## src/rtl/cpu_pkg.sv

```systemverilog
// cpu_pkg -- shared definitions for the 4-register datapath write-back side.
//
// Contents:
//   DATA_W      default register / data width
//   REG_A..D    register select encodings carried on wr_sel
//   wb_entry_t  one queued write: target register select plus data
package cpu_pkg;

    localparam int DATA_W = 8;

    localparam logic [1:0] REG_A = 2'd0;
    localparam logic [1:0] REG_B = 2'd1;
    localparam logic [1:0] REG_C = 2'd2;
    localparam logic [1:0] REG_D = 2'd3;

    typedef struct packed {
        logic [1:0]        sel;
        logic [DATA_W-1:0] data;
    } wb_entry_t;

endpackage

```

## src/rtl/wb_fifo.sv

```systemverilog
// wb_fifo -- synchronous FIFO of wb_entry_t used as the write-back queue.
//
// Parameters:
//   DEPTH      number of entries (power of two, >= 2)
// Ports:
//   clk        rising-edge clock
//   rst_n      synchronous active-low reset; empties the queue
//   push       write din at the tail (ignored when full)
//   pop        drop the head entry (ignored when empty)
//   din        entry to enqueue
//   full       count == DEPTH
//   empty      count == 0
//   count      number of valid entries, log2(DEPTH)+1 bits
//   head       entry at the read pointer
//   valid_vec  per-slot occupancy
//   sel_vec    per-slot register select, meaningful where valid_vec is set
module wb_fifo
    import cpu_pkg::*;
#(
    parameter int DEPTH = 2
) (
    input  logic                      clk,
    input  logic                      rst_n,
    input  logic                      push,
    input  logic                      pop,
    input  wb_entry_t                 din,
    output logic                      full,
    output logic                      empty,
    output logic [$clog2(DEPTH):0]    count,
    output wb_entry_t                 head,
    output logic [DEPTH-1:0]          valid_vec,
    output logic [DEPTH-1:0][1:0]     sel_vec
);

    localparam int             PTR_W   = $clog2(DEPTH);
    localparam logic [PTR_W:0] DEPTH_C = (PTR_W + 1)'(DEPTH);

    logic [PTR_W-1:0] wr_ptr;
    logic [PTR_W-1:0] rd_ptr;
    wb_entry_t        mem [DEPTH];
    logic             push_ok;
    logic             pop_ok;

    assign full    = (count == DEPTH_C);
    assign empty   = (count == '0);
    assign push_ok = push & ~full;
    assign pop_ok  = pop & ~empty;
    assign head    = mem[rd_ptr];

    // Pointers wrap naturally because DEPTH is a power of two.
    // NOTE: sequential state uses non-blocking assignments so every register
    // samples the pre-edge values, independent of statement order.
    always_ff @(posedge clk) begin
        if (!rst_n) begin
            wr_ptr    <= '0;
            rd_ptr    <= '0;
            count     <= '0;
            valid_vec <= '0;
        end else begin
            if (push_ok) begin
                wr_ptr            <= wr_ptr + 1'b1;
                valid_vec[wr_ptr] <= 1'b1;
            end
            if (pop_ok) begin
                rd_ptr            <= rd_ptr + 1'b1;
                valid_vec[rd_ptr] <= 1'b0;
            end
            case ({push_ok, pop_ok})
                2'b10:   count <= count + 1'b1;
                2'b01:   count <= count - 1'b1;
                default: count <= count;
            endcase
        end
    end

    // NOTE: the storage array has no reset; valid_vec and count decide which
    // slots are meaningful, so stale data is never observed.
    always_ff @(posedge clk) begin
        if (push_ok) begin
            mem[wr_ptr] <= din;
        end
    end

    always_comb begin
        for (int i = 0; i < DEPTH; i++) begin
            sel_vec[i] = mem[i].sel;
        end
    end

endmodule

```

## src/rtl/reg_demux4_wb.sv

```systemverilog
// reg_demux4_wb -- write-back side of the 4-register datapath.
// Results are queued in wb_fifo and drained one per cycle into register
// A/B/C/D; pend exposes which registers still have queued writes.
//
// Build option: define WB_BYPASS_EN to write straight into the bank when the
// queue is empty and hold=0 (one-edge latency, no pend). Default: every write
// goes through the queue (two-edge latency).
//
// Parameters:
//   DATA_W    register / data width (must match cpu_pkg::DATA_W)
//   DEPTH     write-queue entries (power of two, >= 2)
// Ports:
//   clk       rising-edge clock
//   rst_n     synchronous active-low reset
//   Win       write data
//   wr_sel    target register: 0=A 1=B 2=C 3=D
//   wr_valid  write request
//   wr_ready  queue can accept (rst_n & count<DEPTH)
//   hold      freeze the register bank and queue head
//   Aout..Dout register contents
//   pend      bit i set while a queued entry targets register i
//   busy      queue non-empty
module reg_demux4_wb
    import cpu_pkg::*;
#(
    parameter int DATA_W = cpu_pkg::DATA_W,
    parameter int DEPTH  = 2
) (
    input  logic              clk,
    input  logic              rst_n,
    input  logic [DATA_W-1:0] Win,
    input  logic [1:0]        wr_sel,
    input  logic              wr_valid,
    output logic              wr_ready,
    input  logic              hold,
    output logic [DATA_W-1:0] Aout,
    output logic [DATA_W-1:0] Bout,
    output logic [DATA_W-1:0] Cout,
    output logic [DATA_W-1:0] Dout,
    output logic [3:0]        pend,
    output logic              busy
);

    localparam int             CNT_W   = $clog2(DEPTH) + 1;
    localparam logic [CNT_W-1:0] DEPTH_C = CNT_W'(DEPTH);

    logic                    full;
    logic                    empty;
    logic [CNT_W-1:0]        count;
    wb_entry_t               head;
    wb_entry_t               din;
    logic [DEPTH-1:0]        valid_vec;
    logic [DEPTH-1:0][1:0]   sel_vec;
    logic                    accept;
    logic                    bypass;
    logic                    push;
    logic                    pop;
    logic [3:0]              we;
    logic [DATA_W-1:0]       wdata;
    logic [DATA_W-1:0]       regs [4];

    assign wr_ready = rst_n & (count < DEPTH_C);
    assign accept   = wr_valid & wr_ready;
    assign din      = '{sel: wr_sel, data: Win};

`ifdef WB_BYPASS_EN
    // Empty queue and an unfrozen bank: skip the queue entirely.
    assign bypass = accept & empty & ~hold;
`else
    assign bypass = 1'b0;
`endif

    assign push = accept & ~bypass;
    assign pop  = ~hold & ~empty;
    assign busy = ~empty;

    wb_fifo #(
        .DEPTH (DEPTH)
    ) u_fifo (
        .clk       (clk),
        .rst_n     (rst_n),
        .push      (push),
        .pop       (pop),
        .din       (din),
        .full      (full),
        .empty     (empty),
        .count     (count),
        .head      (head),
        .valid_vec (valid_vec),
        .sel_vec   (sel_vec)
    );

    // 2->4 write decode. A drain and a bypass never coincide: bypass needs an
    // empty queue, drain a non-empty one.
    // NOTE: every always_comb output gets a default first so no path leaves it
    // unassigned and no latch is inferred.
    always_comb begin
        we    = 4'b0000;
        wdata = head.data;
        if (pop) begin
            we[head.sel] = 1'b1;
        end else if (bypass) begin
            we[wr_sel] = 1'b1;
            wdata      = Win;
        end
    end

    always_ff @(posedge clk) begin
        if (!rst_n) begin
            for (int i = 0; i < 4; i++) begin
                regs[i] <= '0;
            end
        end else begin
            for (int i = 0; i < 4; i++) begin
                if (we[i]) begin
                    regs[i] <= wdata;
                end
            end
        end
    end

    always_comb begin
        pend = 4'b0000;
        for (int i = 0; i < DEPTH; i++) begin
            if (valid_vec[i]) begin
                pend[sel_vec[i]] = 1'b1;
            end
        end
    end

    assign Aout = regs[REG_A];
    assign Bout = regs[REG_B];
    assign Cout = regs[REG_C];
    assign Dout = regs[REG_D];

endmodule
```

## config.mk

```make
export PLATFORM = sky130hd
export DESIGN_NAME = reg_demux4_wb
export DESIGN_NICKNAME = d
export VERILOG_FILES = /design/src/rtl/cpu_pkg.sv /design/src/rtl/wb_fifo.sv /design/src/rtl/reg_demux4_wb.sv
export SDC_FILE = /design/constraint.sdc
export NUM_CORES = 1
export LEC_CHECK = 0
export CORE_MARGIN = 2
export CORE_UTILIZATION = 49
export DETAILED_ROUTE_END_ITERATION = 16
export GPL_TIMING_DRIVEN = 0
export PLACE_DENSITY = 0.78
export SLEW_MARGIN = 20
export SYNTH_ARGS = -nofsm -noshare
export SYNTH_HDL_FRONTEND = slang
export SYNTH_SLANG_ARGS = --single-unit
```

## constraint.sdc

```tcl
create_clock -name clk -period 2.14 [get_ports clk]
set_input_delay 0.214 -clock clk [delete_from_list [all_inputs] [get_ports clk]]
set_output_delay 0.214 -clock clk [all_outputs]
set_load 0.03 [all_outputs]
```

# Word-level counts from Yosys, hierarchy flattened
# Memory sizes are Yosys's and may differ from the RTL's. A register that Yosys moved wholly into a read port is not among the register bits.
# Index checks and enable logic that the tools add are counted.
[totals] output_inout_bits=38 input_bits=14 memories=2 ff_bits=6 ram_bits=52 wordCells=85
[op_classes] n_reduce_logical=7 n_lt_le_gt_ge=11 eq_ne=3 n_mux=38 n_bitwise=16 addsub=4
[memory_table] name="regs" words=4 word_bits=8 rd=4 rd_ports_with_merged_regs=0 wr=4 line="reg_demux4_wb.sv:60" text="logic [DATA_W-1:0] regs [4];"
[memory_table] name="u_fifo.mem" words=2 word_bits=10 rd=3 rd_ports_with_merged_regs=1 wr=1 line="wb_fifo.sv:40" text="wb_entry_t mem [DEPTH];"
[op_table] op="two-way mux 8 bit" n=4
[op_table] op="two-way mux 1 bit" n=22
[op_table] op="two-way mux 4 bit" n=3
[op_table] op="less-than comparator 2 x 3 -> 1 bit, second input constant" n=3
[op_table] op="demux 1 bit (select 2 bit)" n=3
[op_table] op="greater-or-equal comparator 2 x 1 -> 1 bit, second input constant" n=3
[op_table] op="two-way mux 2 bit" n=3
[op_table] op="AND 1 bit" n=5
[op_table] op="logical AND 1 bit" n=5
[op_table] op="equality test 2 bit, second input constant" n=2
[op_table] op="less-than comparator 1 x 2 -> 1 bit, second input constant" n=2
[op_table] op="OR 1 bit" n=4
[op_table] op="OR 4 bit" n=1
[op_table] op="one-hot mux 2 bit (2 select lines)" n=1
[op_table] op="inverter 1 bit" n=3
[op_table] op="adder 1 bit, second input constant" n=2
[op_table] op="adder 2 x 1 -> 2 bit, second input constant" n=1
[op_table] op="AND 2 bit" n=1
[op_table] op="demux 1 bit (select 1 bit)" n=2
[op_table] op="equality test 2 x 1 -> 1 bit, second input constant" n=1
[op_table] op="greater-or-equal comparator 1 bit, second input constant" n=2
[op_table] op="zero test 2 bit" n=1
[op_table] op="less-than comparator 2 bit, second input constant" n=1
[op_table] op="inverter 2 bit" n=1
[op_table] op="other kinds (3)" n=3

# Depth between registers and ports, before layout
# Gate-level depths: netlist of run 1.
[logic_depth] word_depth=9 mapped_depth=6 ltp_nobuf=6

# By module
# Synthesis of run 1 repeated with hierarchy kept, for this count alone.
[hier_totals] cells_unflattened=174 hier_area_um2=2418.6
[by_module_without_submodules] mod="reg_demux4_wb" cells_per_inst=109 seq_area_each_um2=960.9 instances=1 area_each_um2=1358.8
[by_module_without_submodules] mod="wb_fifo" cells_per_inst=65 seq_area_each_um2=740.7 instances=1 area_each_um2=1059.8

# Worst setup path after synthesis of run 1
# Ideal clock, no wire load.
[synth_timing] path_type="register to register" startpoint="register with a tool-made name" endpoint="memory regs[3][0], in the netlist regs[0][24], enable pin" setup_slack_ns=0.328 t_required_ns=1.756 n_path_buf=1 synth_period_minus_slack_ns=1.812 t_arrival_ns=1.428 path_stages_with_launch=5 path_cell_list="dfxtp_1 buf_6 nand2_1 a2bb2oi_2 o21ai_0"
[synth_rtl] item="to (decl)" line="reg_demux4_wb.sv:60"

==> results of run 1 <==
==> kinds of logic (layout without fill, tap and decap cells) <==
group | count (synthesis) | in the layout | share of synthesized area
flip-flops | 59 | 59 | 0.740
multiplexers | 8 | 8 | 0.0392
AO/OA/AOI/OAI | 18 | 18 | 0.0696
XOR/XNOR | 3 | 3 | 0.0114
AND/OR/NAND/NOR | 58 | 58 | 0.113
buffers and inverters | 8 | 75 | 0.0223
adder cells (fa/ha/maj) | 1 | 1 | 0.00544
==> final cells by class <==
class / instances / area share
buffer: 3 / 0.0106
clock buffer: 10 / 0.0417
clock inverter: 6 / 0.0184
inverter: 5 / 0.00614
multi-input combinational: 88 / 0.179
sequential: 59 / 0.556
tap: 52 / 0.0213
timing repair buffer: 51 / 0.166
==> power groups by stage <==
stage | sequential [uW] | combinational [uW] | clock [uW]
2_1_floorplan | 1570 | 377 | 0
3_3_place_gp | 1460 | 714 | 0
3_5_place_dp | 1470 | 732 | 0
4_1_cts | 1440 | 735 | 960
5_1_grt | 1460 | 791 | 1010
6_report | 1440 | 730 | 945
==> placed cells by master (no fill, tap or decap), types with 2 or more instances in the layout <==
cell / instances
edfxtp_1: 52
clkdlybuf4s50_1: 49
nor2_1: 33
clkbuf_8: 9
mux2_2: 8
nand3_1: 8
dfxtp_1: 7
nand2_1: 6
inv_1: 4
o22ai_1: 4
o21ai_1: 4
and2_1: 4
xnor2_1: 3
clkinv_2: 3
buf_6: 2
a32oi_2: 2
a2bb2oi_2: 2
dlygate4sd2_1: 2
==> worst max path at each step <==
| stage | endpoint | cells past startpoint |
|---|---|---|
| after floorplan | regs[0][24] | 4 |
| after global routing | pend[2] | 3 |
| after CTS | pend[2] | 3 |
| after global placement | regs[0][26] | 3 |
| after detailed placement | regs[0][13] | 3 |
| final | pend[2] | 3 |
==> per-stage QoR <==
| step | setup WS [ns] | power (uW) | instances | instance area [um2] |
|---|---|---|---|---|
| global route | 0.0115 | 3260 | 274 | 3060 |
| detailed placement | -0.0666 | 2200 | 258 | 2880 |
| global placement | 0.0369 | 2180 | 258 | 2880 |
| floorplan | 0.328 | 1940 | 155 | 2300 |
| finish | 0.0919 | 3120 | 274 | 3060 |
| CTS | 0.0651 | 3140 | 274 | 3060 |
==> repair_timing <==
| action | CTS | global route |
|---|---|---|
| buffers inserted | 0 | 0 |
| setup endpoints to repair | 15 | 0 |
| resized for setup | 4 | 0 |
==> cell usage after synthesis (all sizes together), types with 2 or more instances <==
master and number:
nor2 34, a32oi 2, a2bb2oi 2, o21ai 5, edfxtp 52, xnor2 3, inv 5, mux2 8
dfxtp 7, nand2 6, o22ai 4, buf 2, and2 4, nand3 8
==> flip-flops by register name, indices dropped and copies added, names as in the netlist, named ones only <==
name	cells
regs	32
u_fifo.valid_vec	2
u_fifo.rd_ptr	1
u_fifo.wr_ptr	1
u_fifo.count	2
u_fifo.mem	20
==> metal layers <==
metal | share of wire | routed length [um] | global-route usage
met1 | 0.43 | 1870 | 0.244
met2 | 0.49 | 2110 | 0.286
met3 | 0.069 | 299 | 0.0444
met4 | 0.016 | 68 | 0.113
met5 | 0 | 0 | 0
==> reports/metrics.csv, run 1 <==
metric,value,unit
outcome,completed,
period_share,0.957,
fin_setup_tns,0,ns
cts_max_level,3,
drive_above_1_share,0.153,
p_seq_frac,0.462,
comb_power_share,0.234,
worstReg2RegEnd,regs[0][29],
grt_pass1_vias,1405,
coreArea,0.00444,mm2
multiInputGateArea,548,um2
critPathLaunch,u_fifo.mem[1][9],
synth_edf_count,52,
gp_congestion,0.779,
rsz0062_at_grt,false,
design.die.area,0.00526,mm2
ios,52,
synth_top_cell_by_area,edfxtp_1,
cts.path.max_buffers,2,
cp.arrival,1.83,ns
finClkSkew,0.00511,ns
cp_top_family,buffers and inverters,
yosys_warnings,0,
vdd_ir_drop_max,593,uV
ff_latch_area,0.00170,mm2
routed_wl,4350,um
wl_per_cell,15.9,um
drc,0,
syn_to_final_growth,32.9,%
start_util,0.518,
hold_class,primary input to register,
antennaDiodeCount,0,
yosysSeqAreaShare,0.740,
clock.fmax,488,MHz
ctsHoldBuffers,0,
nFillCells,310,
ys_seq_elements,59,
grt-ovfl-total,0,
powerDensity,1020,mW/mm2
layout_min_cycle_time,2.05,ns
drtIter0Drc,198,
cts_made_buffers,9,
syn-num-nets,170,
hold_viol,0,
path_class,register to output port,
swShare,0.290,
vias,1431,
fp.dieW,72.5,um
tightest_slew,0.993,ns
antenna_found_initial,0,
cp-start-kind,register,
syn_inst,155,
async_flop_share,0,
dp_hpwl,3140,um
postRouteAntennaNets,0,
path_clk_slew,0.06,ns
cpPeakStageDelay,0.70,ns
synth_cell_type_count,30,
rows,24,
p_int,2210,uW
grt_max_degree,13,
syn_area_per_cell,14.8,um2
slew_viol_final,0,
synthesis.area,0.00230,mm2
viasPerCell,5.22,
holdWs,0.464,ns
maxSlewHeadroom,0.336,
maxCapViolations,0,
firstDrtPassIters,4,
required,1.93,ns
grt.total_usage,0.187,
clock_sinks,59,
p_clk_frac,0.303,
ys.flop_type,edfxtp_1,
fin_nets,232,
io_buffers,51,
p_leak,0.00109,uW
yosys-top-cells-area,"edfxtp_1, dfxtp_1, nor2_1",
grt_pass1_wl,7140,um
reg2reg_slack,0.29,ns
cp_num_buf_inv,2,
finalSetupViolCount,0,
hold_end,u_fifo.mem[0][7],
path_cells,"inv_1, o22ai_1, clkdlybuf4s50_1",
cp-end-kind,output port,
utilization,0.688,
hold-path-cell-count,1,
min-delay-start,Win[7],
slowest_stage,clkdlybuf4s50_1,
cp_max_fo,5,
p_switching,904,uW
die_y,72.5,um
yosysTopAreaCellShare,0.679,
reg2reg_depth,4,
cts_tree,yes,
clk_latency,0.33,ns
cts_root_buf,clkbuf_8,
No activity file was read; power rests on OpenSTA's default activity.
==> inputs of run 2 (changes only) <==
--- a/config.mk
+++ b/config.mk
@@ -6,10 +6,11 @@
 export NUM_CORES = 1
 export LEC_CHECK = 0
 export CORE_MARGIN = 2
-export CORE_UTILIZATION = 49
+export CORE_UTILIZATION = 51
+export CTS_BUF_LIST = sky130_fd_sc_hd__clkbuf_2
 export DETAILED_ROUTE_END_ITERATION = 16
 export GPL_TIMING_DRIVEN = 0
-export PLACE_DENSITY = 0.78
+export PLACE_DENSITY = 0.81
 export SLEW_MARGIN = 20
 export SYNTH_ARGS = -nofsm -noshare
 export SYNTH_HDL_FRONTEND = slang
==> reports/metrics.csv, run 2 (same netlist as run 1, synthesis figures left out) <==
metric,value,unit
io_buffers,51,
grt-ovfl-total,0,
period_share,0.914,
drive_above_1_share,0.149,
grt_pass1_vias,1439,
fin_nets,232,
p_int,1950,uW
fin_ws,0.185,ns
hold_class,primary input to register,
largest-register,regs,
largest_reg_flops,32,
antennaDiodeCount,0,
clock.fmax,511,MHz
postRouteAntennaNets,0,
finalSetupViolCount,0,
path_class,register to output port,
grt_max_degree,13,
wl_per_cell,15.8,um
rows,24,
dp_cells,258,
path_cells,"or2_2, clkdlybuf4s50_1",
hold_viol,0,
drtIter0Drc,129,
place_area,0.00288,mm2
firstDrtPassIters,5,
pre_cts_ws,-0.139,ns
cpPeakStageDelay,0.59,ns
clock_sinks,59,
final_common_cell,edfxtp_1,
vdd_ir_drop_max,636,uV
tightest_slew,0.951,ns
vias,1463,
p_clk_frac,0.226,
maxSlewHeadroom,0.364,
start_util,0.528,
routed_wl,4320,um
layout_min_cycle_time,1.96,ns
cp_max_fo,6,
p_seq_frac,0.514,
nFillCells,308,
cts_root_buf,clkbuf_2,
gp_congestion,0.807,
cts_max_level,3,
top_regs,"regs x32, u_fifo.mem x20",
p_leak,0.00107,uW
cts_made_buffers,9,
powerDensity,945,mW/mm2
swShare,0.306,
maxCapViolations,0,
slowest_stage,clkdlybuf4s50_1,
syn_to_final_growth,29.2,%
design.die.area,0.00507,mm2
final_cell_count_no_fill,274,
slew_viol_final,0,
final_cell_mix,"edfxtp_1, clkdlybuf4s50_1, nor2_1",
p_switching,860,uW
viasPerCell,5.34,
stdcell_area,0.00297,mm2
drc,0,
cp-start-kind,register,
outcome,completed,
antenna_found_initial,0,
die_y,71.2,um
power.total,2810,uW
ios,52,
cts_tree,yes,
postCtsSetupRepairBufs,0,
coreArea,0.00435,mm2
cp.arrival,1.74,ns
path_clk_slew,0.15,ns
grt_pass1_wl,6890,um
grt.total_usage,0.188,
cts.path.max_buffers,2,
fp.dieW,71.2,um
finClkSkew,0.0282,ns
cp-end-kind,output port,
dp_hpwl,3190,um
comb_power_share,0.261,
rsz0062_at_grt,false,
clk_latency,0.46,ns
required,1.93,ns
==> run 2: cell count changes in the layout (fill, tap and decap cells not counted), sizes merged <==
cell,before,now
clkinvlp,1,0
clkdlybuf4s50,49,47
dlygate4sd2,2,4
clkbuf,10,11
==> run 2: routing by layer <==
layer,vias to the layer above,routed length [um],track usage
met2,71,2170,0.293
met4,0,85,0.115
met1,684,1750,0.233
li1,698,-,-
met3,10,314,0.0541
met5,-,0,0
==> run 2: cell type report <==
cell class / instances / area [um2] / share of cell area
buffer: 3 / 32.5 / 0.0109
clock buffer: 11 / 55.1 / 0.0185
clock inverter: 5 / 46.3 / 0.0156
inverter: 5 / 18.8 / 0.00631
multi-input combinational: 88 / 548 / 0.184
sequential: 59 / 1700 / 0.572
tap: 52 / 65.1 / 0.0219
timing repair buffer: 51 / 505 / 0.170
==> run 2: what timing repair did <==
action,in CTS,in global routing
hold buffers,0,0
endpoints found under the setup margin,12,8
gates resized for setup,5,1
==> run 2: power by group through the flow <==
| stage | sequential [uW] | combinational [uW] | clock, uW |
|---|---|---|---|
| 6_report | 1440 | 732 | 634 |
| 5_1_grt | 1460 | 786 | 704 |
| 4_1_cts | 1440 | 732 | 640 |
| 3_5_place_dp | 1470 | 733 | 0 |
| 3_3_place_gp | 1460 | 713 | 0 |
| 2_1_floorplan | 1570 | 377 | 0 |
==> run 2: worst max-delay path: cells and delay by family, from the launching register on <==
kind,cells,cell delay [ns]
buf+inv,1,0.59
flops,1,0.39
simple gates,1,0.31
==> run 2: final timing paths <==
kind,from,to,slack (ns),cells past startpoint
setup / recovery,u_fifo.count[1],busy,0.18,2
hold / removal,Win[5],u_fifo.mem[0][5],0.32,1
setup reg to reg,register,regs[0][13],0.22,4
hold reg to reg,u_fifo.valid_vec[1],u_fifo.valid_vec[1],0.55,1
==> run 2: stage by stage <==
step,util,setup TNS (ns),hold WS (ns)
floorplan,-,0,0.313
global placement,0.661,0,0.519
detailed placement,0.661,-1.11,0.519
CTS,0.683,0,0.309
global route,0.683,0,0.285
finish,0.683,0,0.324
==> inputs of run 3 (changes only) <==
--- a/config.mk
+++ b/config.mk
@@ -5,12 +5,13 @@
 export SDC_FILE = /design/constraint.sdc
 export NUM_CORES = 1
 export LEC_CHECK = 0
+export ABC_CLOCK_PERIOD_IN_PS = 2400
 export CORE_MARGIN = 2
-export CORE_UTILIZATION = 51
+export CORE_UTILIZATION = 55
 export CTS_BUF_LIST = sky130_fd_sc_hd__clkbuf_2
 export DETAILED_ROUTE_END_ITERATION = 16
 export GPL_TIMING_DRIVEN = 0
-export PLACE_DENSITY = 0.81
+export PLACE_DENSITY = 0.86
 export SLEW_MARGIN = 20
 export SYNTH_ARGS = -nofsm -noshare
 export SYNTH_HDL_FRONTEND = slang
==> constraint.sdc (replaced) <==
create_clock -name clk -period 2.4 [get_ports clk]
set_input_delay 0.24 -clock clk [delete_from_list [all_inputs] [get_ports clk]]
set_output_delay 0.24 -clock clk [all_outputs]
set_load 0.03 [all_outputs]
==> reports/metrics.csv, run 3 (same netlist as run 1, synthesis figures left out) <==
metric,value,unit
outcome,completed,
routed_wl,4240,um
cts-resized-gates,0,
comb_power_share,0.248,
viasPerCell,5.38,
dp_cells,256,
top_regs,"regs x32, u_fifo.mem x20",
drc,0,
final_common_cell,edfxtp_1,
rsz0062_at_grt,false,
cts_root_buf,clkbuf_2,
multiInputGateArea,548,um2
antenna_found_initial,0,
cts_made_buffers,9,
antennaDiodeCount,0,
power.total,2630,uW
cp-start-kind,register,
grt_max_degree,13,
ff_latch_area,0.00170,mm2
swShare,0.298,
io_buffers,51,
cts_max_level,3,
path_clk_slew,0.16,ns
path_class,register to output port,
slew_viol_final,0,
postRouteAntennaNets,0,
vias,1464,
p_seq_frac,0.489,
final_cell_count_no_fill,272,
finalSetupViolCount,0,
p_leak,0.00111,uW
finClkSkew,0.0242,ns
rows,23,
final_cell_mix,"edfxtp_1, clkdlybuf4s50_1, nor2_1",
cp-end-kind,output port,
postCtsSetupRepairBufs,0,
layout_min_cycle_time,2.25,ns
nFillCells,249,
cts.path.max_buffers,2,
clock_sinks,59,
clock.fmax,444,MHz
hold_viol,0,
drive_above_1_share,0.162,
dp_hpwl,3070,um
fin_nets,232,
grt_pass1_vias,1395,
ctsHoldBuffers,0,
p_switching,782,uW
fin_setup_tns,0,ns
cp_max_fo,5,
ios,52,
wl_per_cell,15.6,um
die_y,68.7,um
start_util,0.575,
cpPeakStageDelay,0.69,ns
grt.total_usage,0.207,
period_share,0.938,
gp_congestion,0.818,
grt-ovfl-total,0,
utilization,0.752,
p_clk_frac,0.263,
drtIter0Drc,129,
syn_to_final_growth,30.8,%
largest_reg_flops,32,
cts_tree,yes,
maxSlewHeadroom,0.381,
clk_latency,0.48,ns
grt_pass1_wl,6490,um
required,2.16,ns
powerDensity,873,mW/mm2
maxCapViolations,0,
design.die.area,0.00472,mm2
firstDrtPassIters,4,
fp.dieW,68.7,um
largest-register,regs,
cp.arrival,2.01,ns
tightest_slew,0.925,ns
p_int,1840,uW
hold_class,primary input to register,
slowest_stage,clkdlybuf4s50_1,
vdd_ir_drop_max,854,uV
coreArea,0.00400,mm2
path_cells,"inv_1, o22ai_1, clkdlybuf4s50_1",
==> run 3: changes by cell type in the layout (fill, tap and decap cells not counted), sizes merged <==
cell / change
dlymetal6s2s: +2
bufinv: +1
clkbuf: -1
clkdlybuf4s50: +2
dlygate4sd2: -4
==> run 3: layout make-up <==
class                      instances  area share
tap                               50      0.0208
timing repair buffer              51       0.171
sequential                        59       0.565
clock buffer                      10      0.0166
multi-input combinational         88       0.182
clock inverter                     6      0.0266
buffer                             3      0.0108
inverter                           5     0.00624
==> run 3: critical path, delay by kind of cell (launching register included) <==
kind	cells	cell delay [ns]
AOI/OAI and AO/OA	1	0.18
buffers and inverters	2	0.84
DFF	1	0.50
==> run 3: worst paths after layout <==
check / startpoint / to / slack, ns / depth (start not counted)
max: u_fifo.mem[1][9] / pend[2] / 0.15 / 3
min: Win[7] / u_fifo.mem[0][7] / 0.33 / 1
max reg2reg: u_fifo.mem[1][9] / regs[0][3] / 0.53 / 3
min reg2reg: u_fifo.valid_vec[1] / u_fifo.valid_vec[1] / 0.56 / 1
==> run 3: power by group through the flow <==
stage          Sequential [uW]  Clock (uW)  Combinational (uW)
2_1_floorplan             1400           0                 336
3_3_place_gp              1300           0                 633
3_5_place_dp              1310           0                 648
4_1_cts                   1290         695                 653
5_1_grt                   1290         739                 698
6_report                  1290         690                 651
==> run 3: per-stage QoR <==
stage / hold slack, ns / setup slack (ns) / instance area (um2)
finish: 0.327 / 0.148 / 3010
global placement: 0.525 / 0.282 / 2870
detailed placement: 0.523 / 0.267 / 2870
floorplan: 0.339 / 0.588 / 2300
CTS: 0.315 / 0.000563 / 3000
global route: 0.312 / 0.0164 / 3010
==> run 3: routing by layer <==
layer | up-vias | wire length (um) | share of wire | GRT usage
met3 | 10 | 330 | 0.078 | 0.0487
met2 | 63 | 2210 | 0.52 | 0.351
met1 | 694 | 1630 | 0.38 | 0.231
met5 | - | 0 | 0 | 0
li1 | 697 | - | - | -
met4 | 0 | 74 | 0.017 | 0.135
